--- config.mk ---
export PLATFORM = sky130hd
export DESIGN_NAME = shared_resource_arb_n
export DESIGN_NICKNAME = d
export VERILOG_FILES = /design/src/rtl/shared_resource_arb_n.sv
export SDC_FILE = /design/constraint.sdc
export NUM_CORES = 1
export LEC_CHECK = 0
export CAP_MARGIN = 5
export CORE_MARGIN = 3
export CORE_UTILIZATION = 58
export CTS_CLUSTER_DIAMETER = 80
export DETAILED_ROUTE_END_ITERATION = 10
export PLACE_DENSITY = 0.8
export REMOVE_ABC_BUFFERS = 1
export SETUP_SLACK_MARGIN = 0.02
export SKIP_LAST_GASP = 1
export SYNTH_ARGS = -nofsm -noshare
export SYNTH_HDL_FRONTEND = slang
export SYNTH_SLANG_ARGS = --single-unit
--- constraint.sdc ---
create_clock -name clk -period 7.3 [get_ports clk]
set_input_delay 0.73 -clock clk [delete_from_list [all_inputs] [get_ports clk]]
set_output_delay 0.73 -clock clk [all_outputs]
set_load 0.02 [all_outputs]
--- src/rtl/shared_resource_arb_n.sv ---
// N-channel front end: per-channel skid FIFOs, a round-robin arbiter and one shared
// combinational resource whose results land in per-channel output registers.
module shared_resource_arb_n #(
    parameter int unsigned NUM_CH = 4,
    parameter int unsigned DATA_W = 32,
    parameter int unsigned DEPTH  = 4
) (
    input  logic                     clk,
    input  logic                     reset,
    input  logic [NUM_CH*DATA_W-1:0] in_data,
    input  logic [NUM_CH-1:0]        in_valid,
    input  logic [NUM_CH-1:0]        in_flush,
    input  logic [NUM_CH-1:0]        in_stall,
    output logic [NUM_CH-1:0]        out_stall,
    output logic [NUM_CH-1:0]        out_valid,
    output logic [NUM_CH-1:0]        out_flush,
    output logic [NUM_CH*DATA_W-1:0] out_data,
    output logic [NUM_CH-1:0]        grant
);
    localparam int unsigned PTR_W = $clog2(DEPTH);
    localparam int unsigned CNT_W = $clog2(DEPTH + 1);
    localparam int unsigned RR_W  = $clog2(NUM_CH);

    // Shared resource: multiply by three, truncated to DATA_W.
    function automatic logic [DATA_W-1:0] shared_resource(input logic [DATA_W-1:0] x);
        return x + {x[DATA_W-2:0], 1'b0};
    endfunction

    function automatic logic [PTR_W-1:0] ptr_inc(input logic [PTR_W-1:0] p);
        return (p == PTR_W'(DEPTH - 1)) ? '0 : p + PTR_W'(1);
    endfunction

    logic [DATA_W-1:0]        mem_q    [NUM_CH][DEPTH];
    logic [PTR_W-1:0]         wr_ptr_q [NUM_CH];
    logic [PTR_W-1:0]         rd_ptr_q [NUM_CH];
    logic [CNT_W-1:0]         count_q  [NUM_CH];
    logic [RR_W-1:0]          rr_ptr_q, rr_ptr_d;
    logic [NUM_CH-1:0]        out_valid_q, out_flush_q;
    logic [NUM_CH*DATA_W-1:0] out_data_q;

    logic [NUM_CH-1:0] empty, full, req, enq, deq;
    logic [DATA_W-1:0] head [NUM_CH];
    logic [RR_W-1:0]   idx;
    logic              found;

    always_comb begin
        for (int i = 0; i < NUM_CH; i++) begin
            empty[i] = (count_q[i] == '0);
            full[i]  = (count_q[i] == CNT_W'(DEPTH));
            head[i]  = empty[i] ? in_data[i*DATA_W +: DATA_W] : mem_q[i][rd_ptr_q[i]];
            req[i]   = (in_valid[i] | ~empty[i]) & ~(in_stall[i] & out_valid_q[i])
                       & ~in_flush[i];
        end
    end

    // Scan from rr_ptr upward; the first requester wins and the pointer moves past it.
    always_comb begin
        grant    = '0;
        rr_ptr_d = rr_ptr_q;
        found    = 1'b0;
        idx      = '0;
        if (!reset) begin
            for (int unsigned off = 0; off < NUM_CH; off++) begin
                idx = RR_W'((32'(rr_ptr_q) + off) % NUM_CH);
                if (!found && req[idx]) begin
                    found     = 1'b1;
                    grant[idx] = 1'b1;
                    rr_ptr_d  = RR_W'((32'(idx) + 1) % NUM_CH);
                end
            end
        end
    end

    // A word bypassed straight into the resource is never also written to the FIFO.
    always_comb begin
        for (int i = 0; i < NUM_CH; i++) begin
            deq[i] = grant[i] & ~empty[i];
            enq[i] = in_valid[i] & ~full[i] & ~(grant[i] & empty[i]) & ~in_flush[i];
        end
    end

    always_ff @(posedge clk) begin
        for (int i = 0; i < NUM_CH; i++) begin
            if (enq[i]) begin
                mem_q[i][wr_ptr_q[i]] <= in_data[i*DATA_W +: DATA_W];
            end
        end
    end

    always_ff @(posedge clk or posedge reset) begin
        if (reset) begin
            rr_ptr_q    <= '0;
            out_valid_q <= '0;
            out_flush_q <= '0;
            out_data_q  <= '0;
            for (int i = 0; i < NUM_CH; i++) begin
                wr_ptr_q[i] <= '0;
                rd_ptr_q[i] <= '0;
                count_q[i]  <= '0;
            end
        end else begin
            rr_ptr_q <= rr_ptr_d;
            for (int i = 0; i < NUM_CH; i++) begin
                if (in_flush[i]) begin
                    wr_ptr_q[i]    <= '0;
                    rd_ptr_q[i]    <= '0;
                    count_q[i]     <= '0;
                    out_valid_q[i] <= 1'b0;
                    out_flush_q[i] <= 1'b1;
                end else begin
                    out_flush_q[i] <= 1'b0;
                    if (grant[i]) begin
                        out_data_q[i*DATA_W +: DATA_W] <= shared_resource(head[i]);
                        out_valid_q[i]                 <= 1'b1;
                    end else if (!(out_valid_q[i] && in_stall[i])) begin
                        out_valid_q[i] <= 1'b0;
                    end
                    if (enq[i]) begin
                        wr_ptr_q[i] <= ptr_inc(wr_ptr_q[i]);
                    end
                    if (deq[i]) begin
                        rd_ptr_q[i] <= ptr_inc(rd_ptr_q[i]);
                    end
                    if (enq[i] && !deq[i]) begin
                        count_q[i] <= count_q[i] + CNT_W'(1);
                    end else if (deq[i] && !enq[i]) begin
                        count_q[i] <= count_q[i] - CNT_W'(1);
                    end
                end
            end
        end
    end

    assign out_stall = full;
    assign out_valid = out_valid_q;
    assign out_flush = out_flush_q;
    assign out_data  = out_data_q;

endmodule

==> summary.txt, run 1 <==
Outcome
  – Outcome: finished, final reports clean

Pwr
  – Leakage: 14.8 nW
  – Final Power: 20.4 mW
  – Pwr per Cell Area: 526 nW/µm²
  – Maximum vdd drop: 0.281 mV

Detailed routing
  – Post-DR wirelength/cell: 21.3 µm
  – Starting DRT DRC Count: 1678
  – Number of antenna-violating nets in the routed design: 0
  – Vias: 21.4k
  – Post-Route WL: 76.0 mm
  – DR vias/cell: 5.99
  – Pre-Repair DR Iteration Count: 7
  – Number of remaining DRC errors: 0

Die
  – Starting density of the core: 0.591
  – Core footprint: 55400 µm²
  – Row count: 86
  – Die width: 244 µm
  – Vert. Die Dim: 244 µm
  – Total die area: 59300 µm²
  – I/O Pins: 286

Clock network
  – Clk slew on worst S/H paths: 0.06 ns
  – Post-CTS resize count: 0
  – Root Driver: clkbuf_16
  – Post-CTS setup buffer count: 0
  – Num CTS Buffers: 72
  – Clock buffer depth: 3
  – CTS Hold Bufs: 0
  – CTS tree: built
  – Clk_lat worst skew: 0.61 ns
  – Clk sinks: 678
  – H-tree depth: 3

GRT
  – Initial antenna violation count: 13
  – Vias in the first global route: 22.0k
  – First-pass GRT wire length: 120 mm
  – GRT overflow: 0
  – Largest net degree at the start of global routing: 102
  – GRT Util Overall: 0.257

Yosys
  – Top_reg_cell synth: edfxtp_1
  – Post-synth EDFFs: 512
  – #FFs+latches synth: 678
  – Mapped Area: 32700 µm²
  – Share of synthesized registers carrying an async set or reset: 0.245
  – Post-Syn Instances: 2457
  – Synth Area per Inst: 13.3 µm²
  – Synth cell types: 71
  – Number of synthesis warnings: 0
  – Post-synthesis sequential area ratio: 0.597

Worst setup path
  – WP depth: 14
  – Critical Path, Cell by Cell: mux4_2 -> mux2i_1 -> inv_1 -> ha_1 -> a211oi_1 -> o211ai_1 -> a221oi_1 -> a21oi_1 -> a311oi_1 -> o21ai_0 -> or4_1 -> a31o_2 -> xnor2_1 -> o21ai_0
  – Slowest CP cell: dfrtp_2
  – Worst Setup Path Type: flip-flop to flip-flop
  – Worst Setup Start Kind: flip-flop
  – Slowest stage delay, CP: 0.99 ns
  – Cell family with most CP delay: compound AO/OA/AOI/OAI gates
  – CP arrival: 6.18 ns
  – CP dominant cell by count: o21ai_0
  – WP data required: 7.74 ns
  – FF-to-FF path depth: 14
  – Critical Path End Type: flip-flop
  – Worst path bufs/invs: 1
  – Max Fanout on Critical Path: 29

STA
  – Final setup viols: 0
  – RSZ-0062 raised after global routing: no
  – Period utilization: 0.785
  – Clock skew: 0.0298 ns
  – Slew headroom: 0.260
  – Highest Clock Rate: 0.174 GHz
  – Worst Tran Pin Value: 1.11 ns
  – Final worst slack: 1.57 ns
  – Max-slew violation count: 0
  – Final Critical Period: 5.73 ns
  – Final Hold Fails: 0
  – Final TNS setup: 0 ns

Final layout
  – Multi-input logic area: 12700 µm²
  – Share of layout cells above drive strength 1: 0.127
  – Area grow syn2layout: 18.7%
  – Flip-flop and latch area: 19500 µm²
  – Fin nets: 3050
  – Fin util: 0.701
  – Final non-filler cell total: 3569
  – Commonest non-fill, non-tap cell in the layout: edfxtp_1
  – Commonest cells after routing, fill and taps aside: 512 x edfxtp_1, 431 x nand2_1, 285 x clkdlybuf4s50_1
  – Filler Cell Count: 3748

Placed design
  – HPWL Detailed: 49.4 mm
  – Placed Cells: 3428
  – Placer Congestion: 0.918
  – Worst Setup Slack post-DPL: 1.74 ns
  – PortBufs: 285

Min path
  – Hold Crit Depth: 2
  – Hold Path Class: flip-flop to flip-flop

Job
  – Max-Cap Viols: 0
routing by layer:
layer	GRT usage	wire length, µm	vias up
li1	-	-	9844
met1	0.332	30400	10575
met2	0.437	38000	778
met3	0.0503	5100	164
met4	0.0957	2380	8
met5	0	50	-
sequential cells by signal, summed over array words and instances, names as in the netlist:
signal / cells
count_q: 12
mem_q: 512
out_data: 128
out_flush: 4
out_valid: 4
rd_ptr_q: 8
rr_ptr_q: 2
wr_ptr_q: 8
path summary, 6_finish.rpt:
check | start | end | slack [ns]
worst max-delay path | rd_ptr_q[2]$_DFFE_PP0P_ | out_data[94]$_DFFE_PP0P_ | 1.57
worst min-delay path | out_data[45]$_DFFE_PP0P_ | out_data[45]$_DFFE_PP0P_ | 0.48
worst max register to register | rd_ptr_q[2]$_DFFE_PP0P_ | out_data[94]$_DFFE_PP0P_ | 1.57
worst min register to register | out_data[45]$_DFFE_PP0P_ | out_data[45]$_DFFE_PP0P_ | 0.48
max in group asynchronous | reset | rd_ptr_q[2]$_DFFE_PP0P_ | 4.70
min in group asynchronous | reset | wr_ptr_q[2]$_DFFE_PP0P_ | 1.16
power by group:
group	leakage (nW)	switching, mW	internal, mW
Sequential	6.77	0.401	4.79
Clock	1.15	1.50	2.16
Combinational	6.88	6.72	4.87
Total	14.8	8.62	11.8
tightest hold or removal path: cells and delay by family, from the launching register on:
kind             cells  cell delay (ns)
AO/OA/AOI/OAI        1             0.06
flip-flops           1             0.34
AND/OR/NAND/NOR      1             0.04
per-stage QoR:
| stage | cell area [µm²] | hold slack, ns |
|---|---|---|
| after CTS | 38800 | 0.482 |
| after global routing | 38900 | 0.502 |
| final | 38900 | 0.475 |
| after global placement | 36500 | 0.460 |
| after detailed placement | 36500 | 0.469 |
| after floorplan | 32300 | 0.536 |
cell usage after synthesis (15+ instances only):
cell,count,area (µm²)
a31oi_1,16,100
inv_1,56,210
nor3_1,32,160
and2_1,15,93.8
mux2_2,38,428
o21ai_0,173,866
a211oi_1,16,120
mux2i_1,19,190
nor2_1,78,293
edfxtp_1,512,15400
mux4_2,130,2930
a21oi_1,107,536
buf_1,21,78.8
or3_1,16,100
dfrtp_1,166,4150
ha_1,146,1830
nand3_1,28,140
o31ai_1,17,128
clkbuf_1,60,225
xor2_1,58,508
a21o_1,63,473
nand2_1,431,1620
xnor2_1,60,526
nand2b_1,17,106
final cells by class:
type | count | area share
clock inverters | 38 | 0.00998
inverters | 57 | 0.00570
clock buffers | 94 | 0.0514
multi-input cells | 1630 | 0.326
flip-flops and latches | 678 | 0.503
diodes | 9 | 0.000580
repair buffers | 315 | 0.0792
well taps | 748 | 0.0241
logic make-up after synthesis:
group,after synthesis,synth area share
AOI/OAI and AO/OA,489,0.0931
xor gates and xnor gates,118,0.0316
adders and majority gates,154,0.0607
buffers and inverters,149,0.0184
DFF,678,0.597
muxes,191,0.110
and+or+nand+nor,678,0.0895
Power figures use the tool's default switching activity.
==> run 2, diff against run 1 <==
CORE_UTILIZATION = 53   (was 58)
PLACE_DENSITY = 0.77   (was 0.8)
clock period = 4.7 ns   (was 7.3 ns; I/O delays follow)
==> run 2 against run 1 <==
  * Worst hold slack got worse by 0.00087 ns
  * Critical path depth fell by 6
  * Die area rose by 9.2%
  * Wire length rose by 0.33%
  * Clock skew fell by 0.0024 ns
  * Global-route usage fell by 2.2 points
==> summary.txt, run 2 (synthesis results as in run 1) <==
Outcome
  – Outcome: finished, final reports clean (unchanged)

Placed design
  – HPWL Detailed: 51.5 mm (was 49.4 mm)
  – Placer Congestion: 0.915 (was 0.918)
  – PortBufs: 285 (unchanged)
  – Placement Cell Area: 37100 µm² (was 36500 µm²)

Worst setup path
  – Max Fanout on Critical Path: 34 (was 29)
  – CP arrival: 4.13 ns (was 6.18 ns)
  – Worst Setup Start Kind: flip-flop (unchanged)
  – Worst Setup Path Type: flip-flop to output pin (was flip-flop to flip-flop)
  – Critical Path End Type: output pin (was flip-flop)
  – WP data required: 4.23 ns (was 7.74 ns)

STA
  – Worst Tran Pin Value: 1.31 ns (was 1.11 ns)
  – Final setup viols: 0 (unchanged)
  – RSZ-0062 raised after global routing: yes (was no)
  – Slew headroom: 0.126 (was 0.260)
  – Final Critical Period: 4.60 ns
  – Clock skew: 0.0273 ns (was 0.0298 ns)
  – Final Hold Fails: 0 (unchanged)
  – Highest Clock Rate: 0.217 GHz
  – Period utilization: 0.980
  – Max-slew violation count: 0 (unchanged)

Die
  – I/O Pins: 286 (unchanged)
  – Total die area: 64800 µm² (was 59300 µm²)
  – Core footprint: 60700 µm² (was 55400 µm²)
  – Die width: 255 µm (was 244 µm)
  – Vert. Die Dim: 255 µm (was 244 µm)
  – Starting density of the core: 0.539 (was 0.591)
  – Row count: 90 (was 86)

Clock network
  – Root Driver: clkbuf_16 (unchanged)
  – Clk slew on worst S/H paths: 0.06 ns (about the same)
  – Num CTS Buffers: 74 (was 72)
  – Clk_lat worst skew: 0.62 ns (was 0.61 ns)
  – Clk sinks: 678 (unchanged)
  – CTS tree: built (unchanged)
  – CTS Hold Bufs: 0 (unchanged)
  – Clock buffer depth: 3 (unchanged)
  – H-tree depth: 3 (unchanged)

Final layout
  – Flip-flop and latch area: 19500 µm² (about the same)
  – Share of layout cells above drive strength 1: 0.145 (was 0.127)
  – Commonest cells after routing, fill and taps aside: 512 x edfxtp_1, 431 x nand2_1, 282 x clkdlybuf4s50_1 (was 512 x edfxtp_1, 431 x nand2_1, 285 x clkdlybuf4s50_1)
  – Filler Cell Count: 4233 (was 3748)
  – Number of flip-flops in the largest register: 512 (unchanged)
  – Fin util: 0.655 (was 0.701)
  – Commonest non-fill, non-tap cell in the layout: edfxtp_1 (unchanged)
  – Final instance area: 39800 µm² (was 38900 µm²)
  – Multi-input logic area: 12700 µm² (about the same)
  – Fin nets: 3103 (was 3050)
  – Area grow syn2layout: 21.5% (was 18.7%)

Detailed routing
  – Number of remaining DRC errors: 0 (unchanged)
  – Post-DR wirelength/cell: 20.8 µm (was 21.3 µm)
  – Vias: 21.5k (was 21.4k)
  – Starting DRT DRC Count: 1672 (was 1678)
  – Pre-Repair DR Iteration Count: 5 (was 7)
  – DR vias/cell: 5.87 (was 5.99)
  – Number of antenna-violating nets in the routed design: 0 (unchanged)
  – Post-Route WL: 76.3 mm (was 76.0 mm)

GRT
  – Vias in the first global route: 21.8k (was 22.0k)
  – GRT overflow: 0 (unchanged)
  – Initial antenna violation count: 9 (was 13)
  – First-pass GRT wire length: 119 mm (was 120 mm)
  – Largest net degree at the start of global routing: 142 (was 102)
  – GRT Util Overall: 0.236 (was 0.257)

Job
  – Max-Cap Viols: 0 (unchanged)

Pwr
  – Pwr per Cell Area: 821 nW/µm² (was 526 nW/µm²)
  – Maximum vdd drop: 0.416 mV (was 0.281 mV)
  – Leakage: 15.3 nW (was 14.8 nW)

Min path
  – Hold Path Class: flip-flop to flip-flop (unchanged)
## run 2: layer usage
metal	wire [µm]	GRT usage	part of all wire
met2	37900	0.393	0.50
met4	1580	0.0678	0.021
met5	27	0	0.00035
met3	4880	0.0437	0.064
met1	31900	0.320	0.42
## run 2: worst max-delay path: stages, from the launching register on
cell and delay (ns):
dfrtp_1 0.43, or3_4 0.47, buf_4 0.31, o21a_1 0.23, mux4_2 0.51, nor2_1 0.26
a22oi_1 0.13, a21oi_2 0.47, clkdlybuf4s50_1 0.71
## run 2: through the flow
| stage | setup TNS, ns | hold slack (ns) | total power [mW] | worst slack [ns] | cells |
|---|---|---|---|---|---|
| after floorplan | -260.36 | 0.501 | 20.9 | -0.848 | 2365 |
| after global placement | 0 | 0.461 | 25.8 | 0.361 | 3510 |
| after detailed placement | 0 | 0.470 | 26.3 | 0.242 | 3510 |
| after CTS | 0 | 0.472 | 32.6 | 0.0488 | 3647 |
| after global routing | -0.129 | 0.498 | 34.9 | -0.129 | 3655 |
| final | 0 | 0.474 | 32.6 | 0.0961 | 3659 |
## run 2: cell type report
| class | instances | area share |
|---|---|---|
| Clock inverter | 42 | 0.0133 |
| Antenna cell | 9 | 0.000566 |
| Tap cell | 782 | 0.0246 |
| Sequential cell | 678 | 0.491 |
| Inverter | 57 | 0.00560 |
| Multi-Input combinational cell | 1630 | 0.320 |
| Timing Repair Buffer | 366 | 0.0938 |
| Clock buffer | 95 | 0.0509 |
## run 2: final timing paths
check                                              start                       end  slack, ns  cells after the start
worst min-delay path            out_data[95]$_DFFE_PP0P_  out_data[95]$_DFFE_PP0P_       0.47                      2
worst min register to register  out_data[95]$_DFFE_PP0P_  out_data[95]$_DFFE_PP0P_       0.47                      2
max in group asynchronous                          reset   rd_ptr_q[6]$_DFFE_PP0P_       2.62                      2
min in group asynchronous                          reset  out_data[85]$_DFFE_PP0P_       0.95                      2
worst max-delay path              count_q[0]$_DFFE_PP0P_                  grant[0]        0.1                      8
worst max register to register    count_q[9]$_DFFE_PP0P_  out_data[31]$_DFFE_PP0P_       0.33                     17
## run 2: power by group
part / total (mW) / leakage, nW / internal [mW] / switching, mW
sequential: 7.97 / 6.76 / 7.44 / 0.533
combinational: 18.6 / 7.26 / 7.93 / 10.7
clock: 6.04 / 1.25 / 3.67 / 2.37
total: 32.6 / 15.3 / 19.0 / 13.6
## run 2: timing repair
item / in CTS / in global routing
hold endpoints to repair: 0 / 0
setup endpoints to repair: 4 / 12
cloned: 0 / 0
pin swaps: 0 / 1
setup buffers: 0 / 3
resized for setup: 2 / 12
